`src/rtl/pio_irq_servicer_pkg.sv`:
```
// rtl/pio_irq_servicer_pkg.sv - shared types and constants for the PIO irq servicer
package pio_irq_servicer_pkg;

  typedef enum logic [2:0] {
    INIT,
    IDLE,
    CFG,
    RD_EDGE,
    CLR,
    RD_DATA,
    CAP
  } state_t;

  localparam int ADDR_W = 2;
  localparam int DATA_W = 32;
  localparam int TS_W   = 16;

  localparam logic [ADDR_W-1:0] ADDR_DATA = 2'd0;
  localparam logic [ADDR_W-1:0] ADDR_MASK = 2'd2;
  localparam logic [ADDR_W-1:0] ADDR_EDGE = 2'd3;

endpackage

```
`src/rtl/pio_irq_servicer_if.sv`:
```
// rtl/pio_irq_servicer_if.sv - Avalon-MM link between the servicer and the PIO slave
interface pio_irq_servicer_if;
  import pio_irq_servicer_pkg::*;

  logic [ADDR_W-1:0] m_address;
  logic              m_chipselect;
  logic              m_write_n;
  logic [DATA_W-1:0] m_writedata;
  logic [DATA_W-1:0] m_readdata;

  modport master (
    output m_address, m_chipselect, m_write_n, m_writedata,
    input  m_readdata
  );

  modport slave (
    input  m_address, m_chipselect, m_write_n, m_writedata,
    output m_readdata
  );

endinterface

```
`src/rtl/pio_evt_fifo.sv`:
```
// rtl/pio_evt_fifo.sv - small synchronous event FIFO with valid/ready pop and full flag
module pio_evt_fifo #(
  parameter int W     = 12,
  parameter int DEPTH = 4
) (
  input  logic         clk,
  input  logic         reset_n,
  input  logic         push,
  input  logic [W-1:0] push_data,
  output logic         full,
  output logic         valid,
  input  logic         ready,
  output logic [W-1:0] data
);

  localparam int AW = $clog2(DEPTH);

  logic [AW:0]  wr_ptr;
  logic [AW:0]  rd_ptr;
  logic [W-1:0] mem [DEPTH];
  logic         pop;
  logic         do_push;

  assign valid   = (wr_ptr != rd_ptr);
  assign full    = (wr_ptr[AW] != rd_ptr[AW]) && (wr_ptr[AW-1:0] == rd_ptr[AW-1:0]);
  assign pop     = valid && ready;
  // a pop in the same cycle frees the slot a full FIFO would otherwise refuse
  assign do_push = push && (!full || pop);
  assign data    = mem[rd_ptr[AW-1:0]];

  // pointer update; extra MSB distinguishes full from empty
  always_ff @(posedge clk or negedge reset_n) begin
    if (!reset_n) begin
      wr_ptr <= '0;
      rd_ptr <= '0;
    end else begin
      if (do_push) wr_ptr <= wr_ptr + 1'b1;
      if (pop)     rd_ptr <= rd_ptr + 1'b1;
    end
  end

  // storage write; contents need no reset since valid gates them
  always_ff @(posedge clk) begin
    if (do_push) mem[wr_ptr[AW-1:0]] <= push_data;
  end

endmodule

```
`src/rtl/pio_irq_servicer.sv`:
```
// rtl/pio_irq_servicer.sv - autonomous edge-capture PIO servicer; option PIO_IRQ_SERVICER_TSTAMP_EN adds event timestamps
module pio_irq_servicer
  import pio_irq_servicer_pkg::*;
#(
  parameter int               PIO_W     = 6,
  parameter int               DEPTH     = 4,
  parameter logic [PIO_W-1:0] MASK_INIT = 6'h3F
) (
  input  logic                clk,
  input  logic                reset_n,
  pio_irq_servicer_if.master  bus,
  input  logic                pio_irq,
  input  logic                cfg_mask_wr,
  input  logic [PIO_W-1:0]    cfg_mask,
  output logic                evt_valid,
  input  logic                evt_ready,
  output logic [PIO_W-1:0]    evt_edges,
  output logic [PIO_W-1:0]    evt_level,
`ifdef PIO_IRQ_SERVICER_TSTAMP_EN
  output logic [TS_W-1:0]     evt_tstamp,
`endif
  output logic                busy
);

`ifdef PIO_IRQ_SERVICER_TSTAMP_EN
  localparam int EW = 2*PIO_W + TS_W;
`else
  localparam int EW = 2*PIO_W;
`endif

  state_t            state_q;
  state_t            state_d;
  logic              armed;
  logic              pend;
  logic [PIO_W-1:0]  pend_mask;
  logic [PIO_W-1:0]  edge_reg;
  logic              fifo_full;
  logic              push;
  logic [EW-1:0]     push_data;
  logic [EW-1:0]     pop_data;
  logic              cs;
  logic              write_n;
  logic [ADDR_W-1:0] addr;
  logic [DATA_W-1:0] wdata;
  logic              unused_rdata;

  assign unused_rdata = ^bus.m_readdata[DATA_W-1:PIO_W];

  assign bus.m_chipselect = cs;
  assign bus.m_write_n    = write_n;
  assign bus.m_address    = addr;
  assign bus.m_writedata  = wdata;
  assign busy             = (state_q != IDLE);

  // state register plus the one-shot arm flag that keeps the bus quiet during reset
  always_ff @(posedge clk or negedge reset_n) begin
    if (!reset_n) begin
      state_q <= INIT;
      armed   <= 1'b0;
    end else begin
      state_q <= state_d;
      armed   <= 1'b1;
    end
  end

  // next state and bus outputs for the fixed service sequence
  always_comb begin
    state_d = state_q;
    cs      = 1'b0;
    write_n = 1'b1;
    addr    = ADDR_DATA;
    wdata   = '0;
    case (state_q)
      INIT: begin
        if (armed) begin
          cs      = 1'b1;
          write_n = 1'b0;
          addr    = ADDR_MASK;
          wdata   = {{(DATA_W-PIO_W){1'b0}}, MASK_INIT};
          state_d = IDLE;
        end
      end
      IDLE: begin
        if (pend)                       state_d = CFG;
        else if (pio_irq && !fifo_full) state_d = RD_EDGE;
      end
      CFG: begin
        cs      = 1'b1;
        write_n = 1'b0;
        addr    = ADDR_MASK;
        wdata   = {{(DATA_W-PIO_W){1'b0}}, pend_mask};
        state_d = IDLE;
      end
      RD_EDGE: begin
        cs      = 1'b1;
        addr    = ADDR_EDGE;
        state_d = CLR;
      end
      CLR: begin
        cs      = 1'b1;
        write_n = 1'b0;
        addr    = ADDR_EDGE;
        wdata   = '1;
        state_d = RD_DATA;
      end
      RD_DATA: begin
        cs      = 1'b1;
        addr    = ADDR_DATA;
        state_d = CAP;
      end
      CAP: begin
        state_d = IDLE;
      end
      default: state_d = INIT;
    endcase
  end

  // pending mask request; a pulse during CFG re-arms it for another pass
  always_ff @(posedge clk or negedge reset_n) begin
    if (!reset_n) begin
      pend      <= 1'b0;
      pend_mask <= '0;
    end else if (cfg_mask_wr) begin
      pend      <= 1'b1;
      pend_mask <= cfg_mask;
    end else if (state_q == CFG) begin
      pend      <= 1'b0;
    end
  end

  // edge_capture read data arrives during CLR
  always_ff @(posedge clk or negedge reset_n) begin
    if (!reset_n)             edge_reg <= '0;
    else if (state_q == CLR)  edge_reg <= bus.m_readdata[PIO_W-1:0];
  end

  // level read data arrives during CAP and goes straight into the event
  assign push = (state_q == CAP) && (edge_reg != '0);

`ifdef PIO_IRQ_SERVICER_TSTAMP_EN
  logic [TS_W-1:0] ts_cnt;
  logic [TS_W-1:0] ts_reg;

  // free-running timestamp, sampled when the edge register is read
  always_ff @(posedge clk or negedge reset_n) begin
    if (!reset_n) begin
      ts_cnt <= '0;
      ts_reg <= '0;
    end else begin
      ts_cnt <= ts_cnt + 1'b1;
      if (state_q == RD_EDGE) ts_reg <= ts_cnt;
    end
  end

  assign push_data = {ts_reg, edge_reg, bus.m_readdata[PIO_W-1:0]};
  assign {evt_tstamp, evt_edges, evt_level} = pop_data;
`else
  assign push_data = {edge_reg, bus.m_readdata[PIO_W-1:0]};
  assign {evt_edges, evt_level} = pop_data;
`endif

  pio_evt_fifo #(
    .W     (EW),
    .DEPTH (DEPTH)
  ) u_fifo (
    .clk       (clk),
    .reset_n   (reset_n),
    .push      (push),
    .push_data (push_data),
    .full      (fifo_full),
    .valid     (evt_valid),
    .ready     (evt_ready),
    .data      (pop_data)
  );

endmodule
```
`src/flat_wrapper.sv`:
```
// flat-port wrapper written by rule: the top's interface ports become plain ports
module pio_irq_servicer_flat import pio_irq_servicer_pkg::*;
#(
  parameter int               PIO_W     = 6,
  parameter int               DEPTH     = 4,
  parameter logic [PIO_W-1:0] MASK_INIT = 6'h3F
)
  (clk, reset_n, pio_irq, cfg_mask_wr, cfg_mask, evt_valid, evt_ready, evt_edges, evt_level, busy, bus_m_address, bus_m_chipselect, bus_m_write_n, bus_m_writedata, bus_m_readdata);
  pio_irq_servicer_if bus_i ();
  input  logic clk;
  input  logic reset_n;
  input  logic pio_irq;
  input  logic cfg_mask_wr;
  input  logic [PIO_W-1:0] cfg_mask;
  output logic evt_valid;
  input  logic evt_ready;
  output logic [PIO_W-1:0] evt_edges;
  output logic [PIO_W-1:0] evt_level;
  output logic busy;
  output wire logic [$bits(bus_i.m_address)-1:0] bus_m_address;
  output wire logic [$bits(bus_i.m_chipselect)-1:0] bus_m_chipselect;
  output wire logic [$bits(bus_i.m_write_n)-1:0] bus_m_write_n;
  output wire logic [$bits(bus_i.m_writedata)-1:0] bus_m_writedata;
  input wire logic [$bits(bus_i.m_readdata)-1:0] bus_m_readdata;
  assign bus_m_address = bus_i.m_address;
  assign bus_m_chipselect = bus_i.m_chipselect;
  assign bus_m_write_n = bus_i.m_write_n;
  assign bus_m_writedata = bus_i.m_writedata;
  assign bus_i.m_readdata = bus_m_readdata;
  pio_irq_servicer #(.PIO_W(PIO_W), .DEPTH(DEPTH), .MASK_INIT(MASK_INIT)) u_core (.clk(clk), .reset_n(reset_n), .bus(bus_i), .pio_irq(pio_irq), .cfg_mask_wr(cfg_mask_wr), .cfg_mask(cfg_mask), .evt_valid(evt_valid), .evt_ready(evt_ready), .evt_edges(evt_edges), .evt_level(evt_level), .busy(busy));
endmodule
```
`config.mk`:
```
export PLATFORM = sky130hd
export DESIGN_NAME = pio_irq_servicer_flat
export DESIGN_NICKNAME = d
export VERILOG_FILES = /design/src/rtl/pio_irq_servicer_pkg.sv /design/src/rtl/pio_irq_servicer_if.sv /design/src/rtl/pio_evt_fifo.sv /design/src/rtl/pio_irq_servicer.sv /design/src/flat_wrapper.sv
export SDC_FILE = /design/constraint.sdc
export NUM_CORES = 1
export LEC_CHECK = 0
export BUFFER_PORTS_ARGS = -buffer_cell sky130_fd_sc_hd__buf_2
export CAP_MARGIN = 10
export CORE_ASPECT_RATIO = 1.5
export CORE_MARGIN = 5
export CORE_UTILIZATION = 54
export CTS_BUF_LIST = sky130_fd_sc_hd__clkbuf_2
export CTS_CLUSTER_DIAMETER = 30
export DETAILED_ROUTE_END_ITERATION = 8
export HOLD_SLACK_MARGIN = 0.1
export PLACE_DENSITY = 0.82
export SLEW_MARGIN = 25
export SYNTH_ARGS = -nofsm -noshare
export SYNTH_HDL_FRONTEND = slang
export SYNTH_HIERARCHICAL = 1
export SYNTH_SLANG_ARGS = --single-unit
```
`constraint.sdc`:
```
create_clock -name clk -period 2.6 [get_ports clk]
set_clock_uncertainty 0.1 [all_clocks]
set_input_delay 0 -clock clk [delete_from_list [all_inputs] [get_ports clk]]
set_output_delay 0 -clock clk [all_outputs]
set_load 0.005 [all_outputs]
```
==> flow_summary.yaml, run 1 <==
clock_tree:
  ctsHtreeMaxLevel: 3
  cts.sink_count: 71
  cts_tree: "done"
  max-clock-path-buffers: 2
  clkSlewWorstSetupHoldPaths_ps: 200
  clk_latency_ps: 500
  cts-root-buf: "clkbuf_2"
  post_cts_buffers: 0
  numCtsBuffers: 9
place:
  place_ws_ps: 518
  portBuffers: 66
  place_area_sq_mm: 0.00349
  post-dp-hpwl_microns: 3930
  place.gp.congestion: 0.746
timing:
  grt_setup_unrepaired: "no"
  setup_viol: 0
  slew_headroom_pct: 52.0
  clock.fmax_mhz: 469
  final_hold_viol_count: 0
  tns_ps: 0
  finalCritPeriodShare_pct: 82.0
  tightest_slew_ps: 718
  finalMaxSlewViolations: 0
  finalCriticalPeriod_ps: 2130
  fin_ws_ps: 468
  timing.hold.ws_ps: 155
finish:
  fin_area_sq_mm: 0.00385
  drive_above_1_share_pct: 43.2
  nNetsFinal: 328
  area_growth_syn_to_layout_pct: 19.3
  largest_reg_flops: 48
  antennaDiodeCount: 0
synth:
  yosysWarnings: 6
  syn_area_sq_mm: 0.00323
  ys_types: 45
  ys.flop_type: "edfxtp_1"
  synthCells: 203
  synth-edff-count: 48
  synth_fp_nets: 251
  synth.avg_cell_area_sq_um: 15.9
  seq_area_frac_synth_pct: 62.5
  postSynth.asyncResetShare_pct: 32.4
  synth_seq_cells: 71
setup_path:
  reg2reg_depth: 4
  critPathRequiredTime_ps: 2500
  reg2reg_to: "u_core/u_fifo/mem[1][9]"
  cp_num_buf_inv: 3
  critPathSlowestCell: "dfrtp_1"
  cp-end-kind: "output port"
  critical_path_class: "reg -> out"
  path_max_fanout: 27
  cpMostUsedCell: "buf_4"
  critical-path-max-stage-delay_ps: 500
  path_cells: "buf_4 > nor3b_4 > buf_4 > buf_2"
  r2r-start: "u_core/u_fifo/wr_ptr[1]"
  cpLargestDelayFamily: "buffers and inverters"
  rrSetupSlack_ps: 470
  critPathLaunchType: "register"
  arrival_ps: 2030
grt:
  grt_use_met2_pct: 31.2
  grt_use_met3_pct: 5.00
  grt_use_met1_pct: 19.0
  grt_overflow: 0
  grt_pass1_wl_microns: 10200
  antenna_found_initial: 0
  grt_usage_pct: 17.9
  grt_max_degree: 28
  top_usage_layer: "met2"
  grt_pass1_vias: 2086
min_path:
  min_to: "u_core/u_fifo/mem[3][4]"
  hp-class: "in -> reg"
  worstHoldStart: "bus_m_readdata[4]"
  whs_path_depth: 2
routing:
  avgViaCountPerCell: 5.35
  finalWirelength_microns: 6260
  ant_nets: 0
  num_vias: 1910
  dr.pass1.iters: 4
  drt_iter0_drc: 130
  drc: 0
  wire_per_inst_microns: 17.5
job:
  max_cap_viol_count: 0
power_and_ir_drop:
  combPwrFrac_pct: 40.5
  total_power_mw: 3.74
  switching_share_pct: 35.5
  p_switching_mw: 1.33
  p_int_mw: 2.41
  p_clk_share_pct: 16.2
  leakage_nw: 1.57
  pwr-share-seq_pct: 43.2
  pwr_density_cell_mw_per_mm2: 972
  max-vdd-ir-drop_mv: 0.607
floorplan:
  num_io_pins: 93
  die_y_microns: 105
  core_area_sq_mm: 0.00583
  dieArea_sq_mm: 0.00765
  start_util_pct: 55.4
  dieWidth_microns: 73.1
  fp-row-count: 34
outcome:
  status: "finished clean"
## cell usage after synthesis (3+ instances only)
cell type	count	area [sq um]
xnor2_1	3	26.3
mux2_2	12	135
ha_1	5	62.6
mux4_2	12	270
dfrtp_1	23	576
a21oi_1	8	40.0
buf_4	26	195
inv_1	6	22.5
and3_1	3	18.8
nand3b_1	7	52.6
clkbuf_1	4	15.0
edfxtp_1	48	1440
buf_2	3	15.0
## worst max path at each step
stage / depth (start not counted) / startpoint / slack [ps] / to
finish: 4 / u_core/state_q[1] / 470 / bus_m_writedata[20]
global placement: 4 / u_core/u_fifo/wr_ptr[1] / 550 / u_core/u_fifo/mem[0][8]
CTS: 4 / u_core/state_q[1] / 420 / bus_m_writedata[18]
global route: 4 / u_core/state_q[1] / 270 / bus_m_writedata[6]
detailed placement: 4 / u_core/u_fifo/wr_ptr[1] / 520 / u_core/u_fifo/mem[1][11]
floorplan: 6 / u_core/state_q[2] / 420 / u_core/u_fifo/mem[3][0]
## power groups by stage
| stage | sequential (mW) | clock, mW | combinational, mW |
|---|---|---|---|
| floorplan | 1.59 | 0 | 1.13 |
| global placement | 1.62 | 0 | 1.45 |
| detailed placement | 1.64 | 0 | 1.48 |
| CTS | 1.62 | 0.615 | 1.53 |
| global route | 1.65 | 0.675 | 1.67 |
| finish | 1.62 | 0.607 | 1.52 |
## stage by stage
stage          util [%]  std cells
2_1_floorplan         -        203
3_3_place_gp       59.9        317
4_1_cts            66.1        357
6_report           66.1        357
3_5_place_dp       59.9        317
5_1_grt            66.1        357
## logic make-up (layout without fill, tap and decap cells)
logic type	count (synthesis)	in the layout	synth area share (%)
buf+inv	41	123	8.18
compound gates	24	24	5.51
fa+ha+maj	5	5	1.94
xor+xnor	6	6	2.21
simple gates	29	29	6.28
other cells	1	1	0.116
mux	26	26	13.3
flops	71	71	62.5
## placed cells by master, fill, tap and decap left out, types with 3 or more instances in the layout
cell type      count
a21oi_1            8
and3_1             3
buf_2             66
buf_4             11
clkbuf_2          10
dfrtp_1           23
dlygate4sd3_1     23
edfxtp_1          48
ha_1               5
inv_1              6
mux2_2            12
mux4_2            12
nand3b_1           7
xnor2_1            3
## metal layers
layer,wire length [microns],up-vias
met1,2240,952
met3,338,12
met4,143,0
met5,0,-
met2,3540,47
li1,-,899
## what timing repair did
item,4_1_cts,5_1_grt
setup endpoints to repair,0,0
hold buffers,24,0
endpoints found under the hold margin,79,0
gates resized for setup,0,0
## area by class of cell
class | instances | area (sq um)
flip-flops and latches | 71 | 2020
fillers | 406 | 1980
multi-input cells | 91 | 946
repair buffers | 101 | 663
well taps | 72 | 90.1
clock inverters | 6 | 61.3
clock buffers | 10 | 50.0
inverters | 6 | 22.5
Power figures use the tool's default switching activity.
==> run 2: changes to the inputs <==
--- a/config.mk
+++ b/config.mk
@@ -9,12 +9,12 @@
 export CAP_MARGIN = 10
 export CORE_ASPECT_RATIO = 1.5
 export CORE_MARGIN = 5
-export CORE_UTILIZATION = 54
+export CORE_UTILIZATION = 48
 export CTS_BUF_LIST = sky130_fd_sc_hd__clkbuf_2
 export CTS_CLUSTER_DIAMETER = 30
 export DETAILED_ROUTE_END_ITERATION = 8
 export HOLD_SLACK_MARGIN = 0.1
-export PLACE_DENSITY = 0.82
+export PLACE_DENSITY = 0.77
 export SLEW_MARGIN = 25
 export SYNTH_ARGS = -nofsm -noshare
 export SYNTH_HDL_FRONTEND = slang
==> constraint.sdc (replaced) <==
create_clock -name clk -period 1.88 [get_ports clk]
set_clock_uncertainty 0.1 [all_clocks]
set_input_delay 0 -clock clk [delete_from_list [all_inputs] [get_ports clk]]
set_output_delay 0 -clock clk [all_outputs]
set_load 0.005 [all_outputs]
==> run 2 against run 1 <==
Compared with the run above:
- the flow now finishes with violations (setup timing)
- critical path depth shrank 1
- worst setup slack worse by 500 ps
- sequential share of layout area shrank 5.5 points
- critical path type unchanged
- largest power group is now combinational cells
==> flow_summary.yaml, run 2 (same netlist as run 1, synthesis figures left out) <==
place:
  dp.cells: 333
  place.gp.congestion: 0.782
  portBuffers: 66
  post-dp-hpwl_microns: 4040
  place_ws_ps: -48.8
setup_path:
  path_max_fanout: 14
  cp-end-kind: "output port"
  critical_path_class: "reg -> out"
  critPathRequiredTime_ps: 1780
  critPathLaunchType: "register"
  arrival_ps: 1810
grt:
  grt_usage_pct: 17.0
  grt_max_degree: 24
  antenna_found_initial: 0
  grt_pass1_vias: 2285
  grt_pass1_wl_microns: 11400
  grt_overflow: 0
floorplan:
  dieWidth_microns: 76.9
  die_y_microns: 110
  dieArea_sq_mm: 0.00850
  fp-row-count: 36
  core_area_sq_mm: 0.00653
  start_util_pct: 49.4
  num_io_pins: 93
outcome:
  failed_checks: "setup timing"
  status: "complete, but fails checks"
timing:
  setup_viol: 6
  grt_setup_unrepaired: "yes"
  tightest_slew_ps: 517
  final_hold_viol_count: 0
  finalMaxSlewViolations: 0
  tns_ps: -100
  slew_headroom_pct: 65.5
  fin_ws_ps: -34.6
  finalCritPeriodShare_pct: 102
  finalCriticalPeriod_ps: 1910
  clock.fmax_mhz: 522
clock_tree:
  ctsHtreeMaxLevel: 3
  numCtsBuffers: 9
  max-clock-path-buffers: 2
  cts-root-buf: "clkbuf_2"
  clkSlewWorstSetupHoldPaths_ps: 200
  cts.sink_count: 71
  cts_tree: "done"
  clk_latency_ps: 500
finish:
  final_cell_mix: "67 x buf_2, 48 x edfxtp_1, 25 x buf_4, 23 x dlygate4sd3_1, 20 x dfrtp_1"
  antennaDiodeCount: 0
  fin_cells: 390
  mostFrequentLayoutCell: "buf_2"
  nNetsFinal: 357
  drive_above_1_share_pct: 52.5
  final_core_util_pct: 66.0
  largest_reg_flops: 48
  area_growth_syn_to_layout_pct: 33.7
  nFillCells: 427
routing:
  ant_nets: 0
  dr.pass1.iters: 4
  avgViaCountPerCell: 5.29
  drc: 0
  num_vias: 2064
  wire_per_inst_microns: 17.3
  finalWirelength_microns: 6760
  drt_iter0_drc: 87
job:
  max_cap_viol_count: 0
power_and_ir_drop:
  pwr_density_cell_mw_per_mm2: 1440
  leakage_nw: 1.76
  total_power_mw: 6.21
  max-vdd-ir-drop_mv: 0.887
min_path:
  hp-class: "in -> reg"
-- run 2: layout make-up --
cell class | count | area (sq um) | share of cell area (%)
repair buffers | 130 | 983 | 22.8
clock inverters | 6 | 110 | 2.55
well taps | 76 | 95.1 | 2.20
inverters | 6 | 22.5 | 0.522
multi-input cells | 91 | 1030 | 23.9
flip-flops and latches | 71 | 2020 | 46.9
clock buffers | 10 | 50.0 | 1.16
-- run 2: stage by stage --
step	hold WS, ps	area [sq um]
detailed placement	-89.7	3650
global placement	-98.7	3650
CTS	104	4210
finish	146	4310
floorplan	-396	3250
global route	101	4310
-- run 2: final timing paths --
path                                          from                      end  slack [ps]  depth (start not counted)
max in group asynchronous                  reset_n  u_core/u_fifo/wr_ptr[0]         780                          4
hold / removal                   bus_m_readdata[4]  u_core/u_fifo/mem[0][4]         150                          2
setup reg to reg                 u_core/state_q[0]  u_core/u_fifo/wr_ptr[0]         -10                          7
setup / recovery           u_core/u_fifo/rd_ptr[0]             evt_edges[5]         -30                          3
hold reg to reg                        u_core/pend              u_core/pend         430                          1
min in group asynchronous                  reset_n       u_core/edge_reg[3]         510                          4
-- run 2: report_power, final --
group / switching (mW) / internal [mW] / leakage (nW) / total (mW)
Clock: 0.524 / 0.577 / 0.0898 / 1.10
Combinational: 1.37 / 1.56 / 0.969 / 2.93
Sequential: 0.191 / 1.99 / 0.702 / 2.18
-- run 2: routing by layer --
layer	up-vias	part of all wire (%)	global-route usage (%)
met5	-	0	0
met4	0	1.5	6.30
met3	6	6.4	5.21
met2	76	56	30.1
met1	1024	36	18.9
li1	958	-	-
-- run 2: what timing repair did --
| action | CTS | global route |
|---|---|---|
| resized for setup | 19 | 9 |
| cloned | 1 | 1 |
| hold buffers | 23 | 1 |
| buffers inserted | 11 | 5 |
| pin swaps | 7 | 7 |
| endpoints found under the setup margin | 89 | 76 |
| endpoints found under the hold margin | 79 | 23 |
-- run 2: worst max-delay path, cell delays in order (launching register included) --
cell and delay (ps):
dfrtp_2 470, buf_12 190, mux4_2 530, buf_2 150
==> run 3: changes to the inputs <==
--- a/config.mk
+++ b/config.mk
@@ -18,5 +18,4 @@
 export SLEW_MARGIN = 25
 export SYNTH_ARGS = -nofsm -noshare
 export SYNTH_HDL_FRONTEND = slang
-export SYNTH_HIERARCHICAL = 1
 export SYNTH_SLANG_ARGS = --single-unit
==> run 3 against run 2 <==
Compared with the run above:
- design area fell by 1.9%
- non-clock buffer count fell by 8
- sequential cell count did not move
- power fell by 2.1%
- combinational power barely moved
- the run now ends clean
- register-to-register slack improved by 50 ps
- core utilization fell by 0.32 points
- sequential share of layout area rose by 0.83 points
- largest cell class unchanged
- synthesized area fell by 3.0%
- worst setup slack improved by 55 ps
==> flow_summary.yaml, run 3 <==
finish:
  antennaDiodeCount: 0
  mostFrequentLayoutCell: "edfxtp_1"
  nNetsFinal: 343
  final_cell_mix: "48 x edfxtp_1, 43 x buf_2, 27 x buf_6, 23 x dlygate4sd3_1"
  drive_above_1_share_pct: 51.3
  final_core_util_pct: 65.7
  largest_reg_flops: 48
  area_growth_syn_to_layout_pct: 35.2
  fin_area_sq_mm: 0.00423
synth:
  synthTopCellsByCount: "48 x edfxtp_1, 29 x buf_4, 23 x dfrtp_1, 12 x mux2_2, 12 x mux4_2"
  seq_area_frac_synth_pct: 64.4
  synthCells: 197
  synth_fp_nets: 245
  syn_area_sq_mm: 0.00313
  yosysMostFrequentCell: "edfxtp_1"
  synth-edff-count: 48
  ys_types: 39
  yosysWarnings: 0
  synth.avg_cell_area_sq_um: 15.9
  postSynth.asyncResetShare_pct: 32.4
  ys_top_cells_by_area: "edfxtp_1 46%, dfrtp_1 18%, mux4_2 8.6%"
  synth_largest_area_cell: "edfxtp_1"
  ys.flop_type: "edfxtp_1"
  synth_top_area_share_pct: 46.0
  synth_seq_cells: 71
timing:
  finalCriticalPeriod_ps: 1860
  setup_viol: 0
  fin_ws_ps: 20.7
  grt_setup_unrepaired: "yes"
  final_hold_viol_count: 0
  tightest_slew_ps: 535
  timing.hold.ws_ps: 172
  clock.fmax_mhz: 538
  tns_ps: 0
  slew_headroom_pct: 64.4
  finalMaxSlewViolations: 0
  finalCritPeriodShare_pct: 98.9
grt:
  grt_use_met1_pct: 17.7
  antenna_found_initial: 0
  grt_max_degree: 27
  grt_pass1_wl_microns: 9920
  grt_use_met3_pct: 4.21
  grt_use_met2_pct: 28.1
  grt_overflow: 0
  grt_pass1_vias: 1983
  top_usage_layer: "met2"
  grt_usage_pct: 15.7
outcome:
  status: "finished clean"
clock_tree:
  cts.sink_count: 71
  numCtsBuffers: 9
  cts-root-buf: "clkbuf_2"
  max-clock-path-buffers: 2
  clkSlewWorstSetupHoldPaths_ps: 200
  ctsHtreeMaxLevel: 3
  clk_latency_ps: 470
  cts_tree: "done"
floorplan:
  fp-row-count: 36
  start_util_pct: 48.6
  dieArea_sq_mm: 0.00827
  core_area_sq_mm: 0.00644
  dieWidth_microns: 75.9
  num_io_pins: 93
  die_y_microns: 109
place:
  post-dp-hpwl_microns: 3780
  place.gp.congestion: 0.795
  portBuffers: 66
  place_area_sq_mm: 0.00348
  place_ws_ps: -31.9
min_path:
  worstHoldStart: "bus_m_readdata[2]"
  whs_path_depth: 2
  hp-class: "in -> reg"
  min_to: "u_core.u_fifo.mem[0][2]"
routing:
  avgViaCountPerCell: 5.16
  num_vias: 1940
  wire_per_inst_microns: 16.9
  ant_nets: 0
  dr.pass1.iters: 4
  drt_iter0_drc: 125
  finalWirelength_microns: 6370
  drc: 0
setup_path:
  critical_path_class: "reg -> out"
  reg2reg_depth: 6
  rrSetupSlack_ps: 40
  cp_num_buf_inv: 2
  cpLargestDelayFamily: "multiplexers"
  r2r-start: "u_core.u_fifo.rd_ptr[0]"
  path_max_fanout: 7
  path_cells: "buf_12 > mux4_2 > buf_2"
  critical-path-max-stage-delay_ps: 510
  critPathLaunch: "u_core.u_fifo.rd_ptr[0]"
  critPathRequiredTime_ps: 1780
  critPathSlowestCell: "mux4_2"
  cp_num_cells: 3
  reg2reg_to: "u_core.u_fifo.mem[0][5]"
  arrival_ps: 1760
  critPathLaunchType: "register"
  cp-end-kind: "output port"
job:
  max_cap_viol_count: 0
power_and_ir_drop:
  pwr_density_cell_mw_per_mm2: 1440
  p_clk_share_pct: 15.8
  switching_share_pct: 31.8
  leakage_nw: 1.73
  p_switching_mw: 1.94
  pwr-share-seq_pct: 36.2
  combPwrFrac_pct: 48.0
  p_int_mw: 4.15
  max-vdd-ir-drop_mv: 0.762
==> run 3: routing by layer <==
| layer | up-vias | routed length, microns | share of wire [%] |
|---|---|---|---|
| li1 | 894 | - | - |
| met1 | 976 | 2420 | 38 |
| met2 | 61 | 3510 | 55 |
| met3 | 9 | 351 | 5.5 |
| met4 | 0 | 91 | 1.4 |
| met5 | - | 0 | 0 |
==> run 3: cell families (layout without fill, tap and decap cells) <==
kind of cell               Yosys count  count (layout)  share of synthesized area, %
xor gates and xnor gates             7               7                          2.80
buffers and inverters               38             141                          8.03
and+or+nand+nor                     34              34                          5.92
AOI/OAI and AO/OA                   16              16                          3.28
DFF                                 71              71                          64.4
other                                1               1                         0.120
muxes                               25              25                          13.4
adders and majority gates            5               5                          2.00
==> run 3: worst max path at each step <==
stage,endpoint,slack (ps)
2_1_floorplan,u_core.u_fifo.mem[0][0],170
3_3_place_gp,u_core.u_fifo.mem[2][2],30
4_1_cts,evt_edges[1],-70
5_1_grt,bus_m_writedata[27],-120
6_report,evt_edges[1],20
3_5_place_dp,u_core.u_fifo.mem[2][3],-30
==> run 3: power by group through the flow <==
stage	registers [mW]	logic, mW	clock network (mW)
after floorplan	2.18	1.55	0
after global placement	2.19	2.18	0
after detailed placement	2.20	2.22	0
after CTS	2.18	2.44	0.986
after global routing	2.23	3.19	1.07
final	2.20	2.92	0.959
==> run 3: through the flow <==
step	instances	power, mW
floorplan	197	3.73
global placement	322	4.37
detailed placement	322	4.42
CTS	365	5.61
global route	376	6.49
finish	376	6.08
==> run 3: what timing repair did <==
action | CTS | global route
pin swaps | 1 | 2
setup endpoints to repair | 80 | 51
endpoints found under the hold margin | 66 | 23
hold buffers | 23 | 1
resized for setup | 9 | 36
setup buffers | 3 | 7
cloned | 1 | 3
==> run 3: layout make-up <==
class / instances / area (sq um)
Timing Repair Buffer: 122 / 1070
Clock inverter: 6 / 85.1
Tap cell: 76 / 95.1
Multi-Input combinational cell: 88 / 903
Fill cell: 453 / 2210
Clock buffer: 10 / 50.0
Inverter: 3 / 11.3
Sequential cell: 71 / 2020
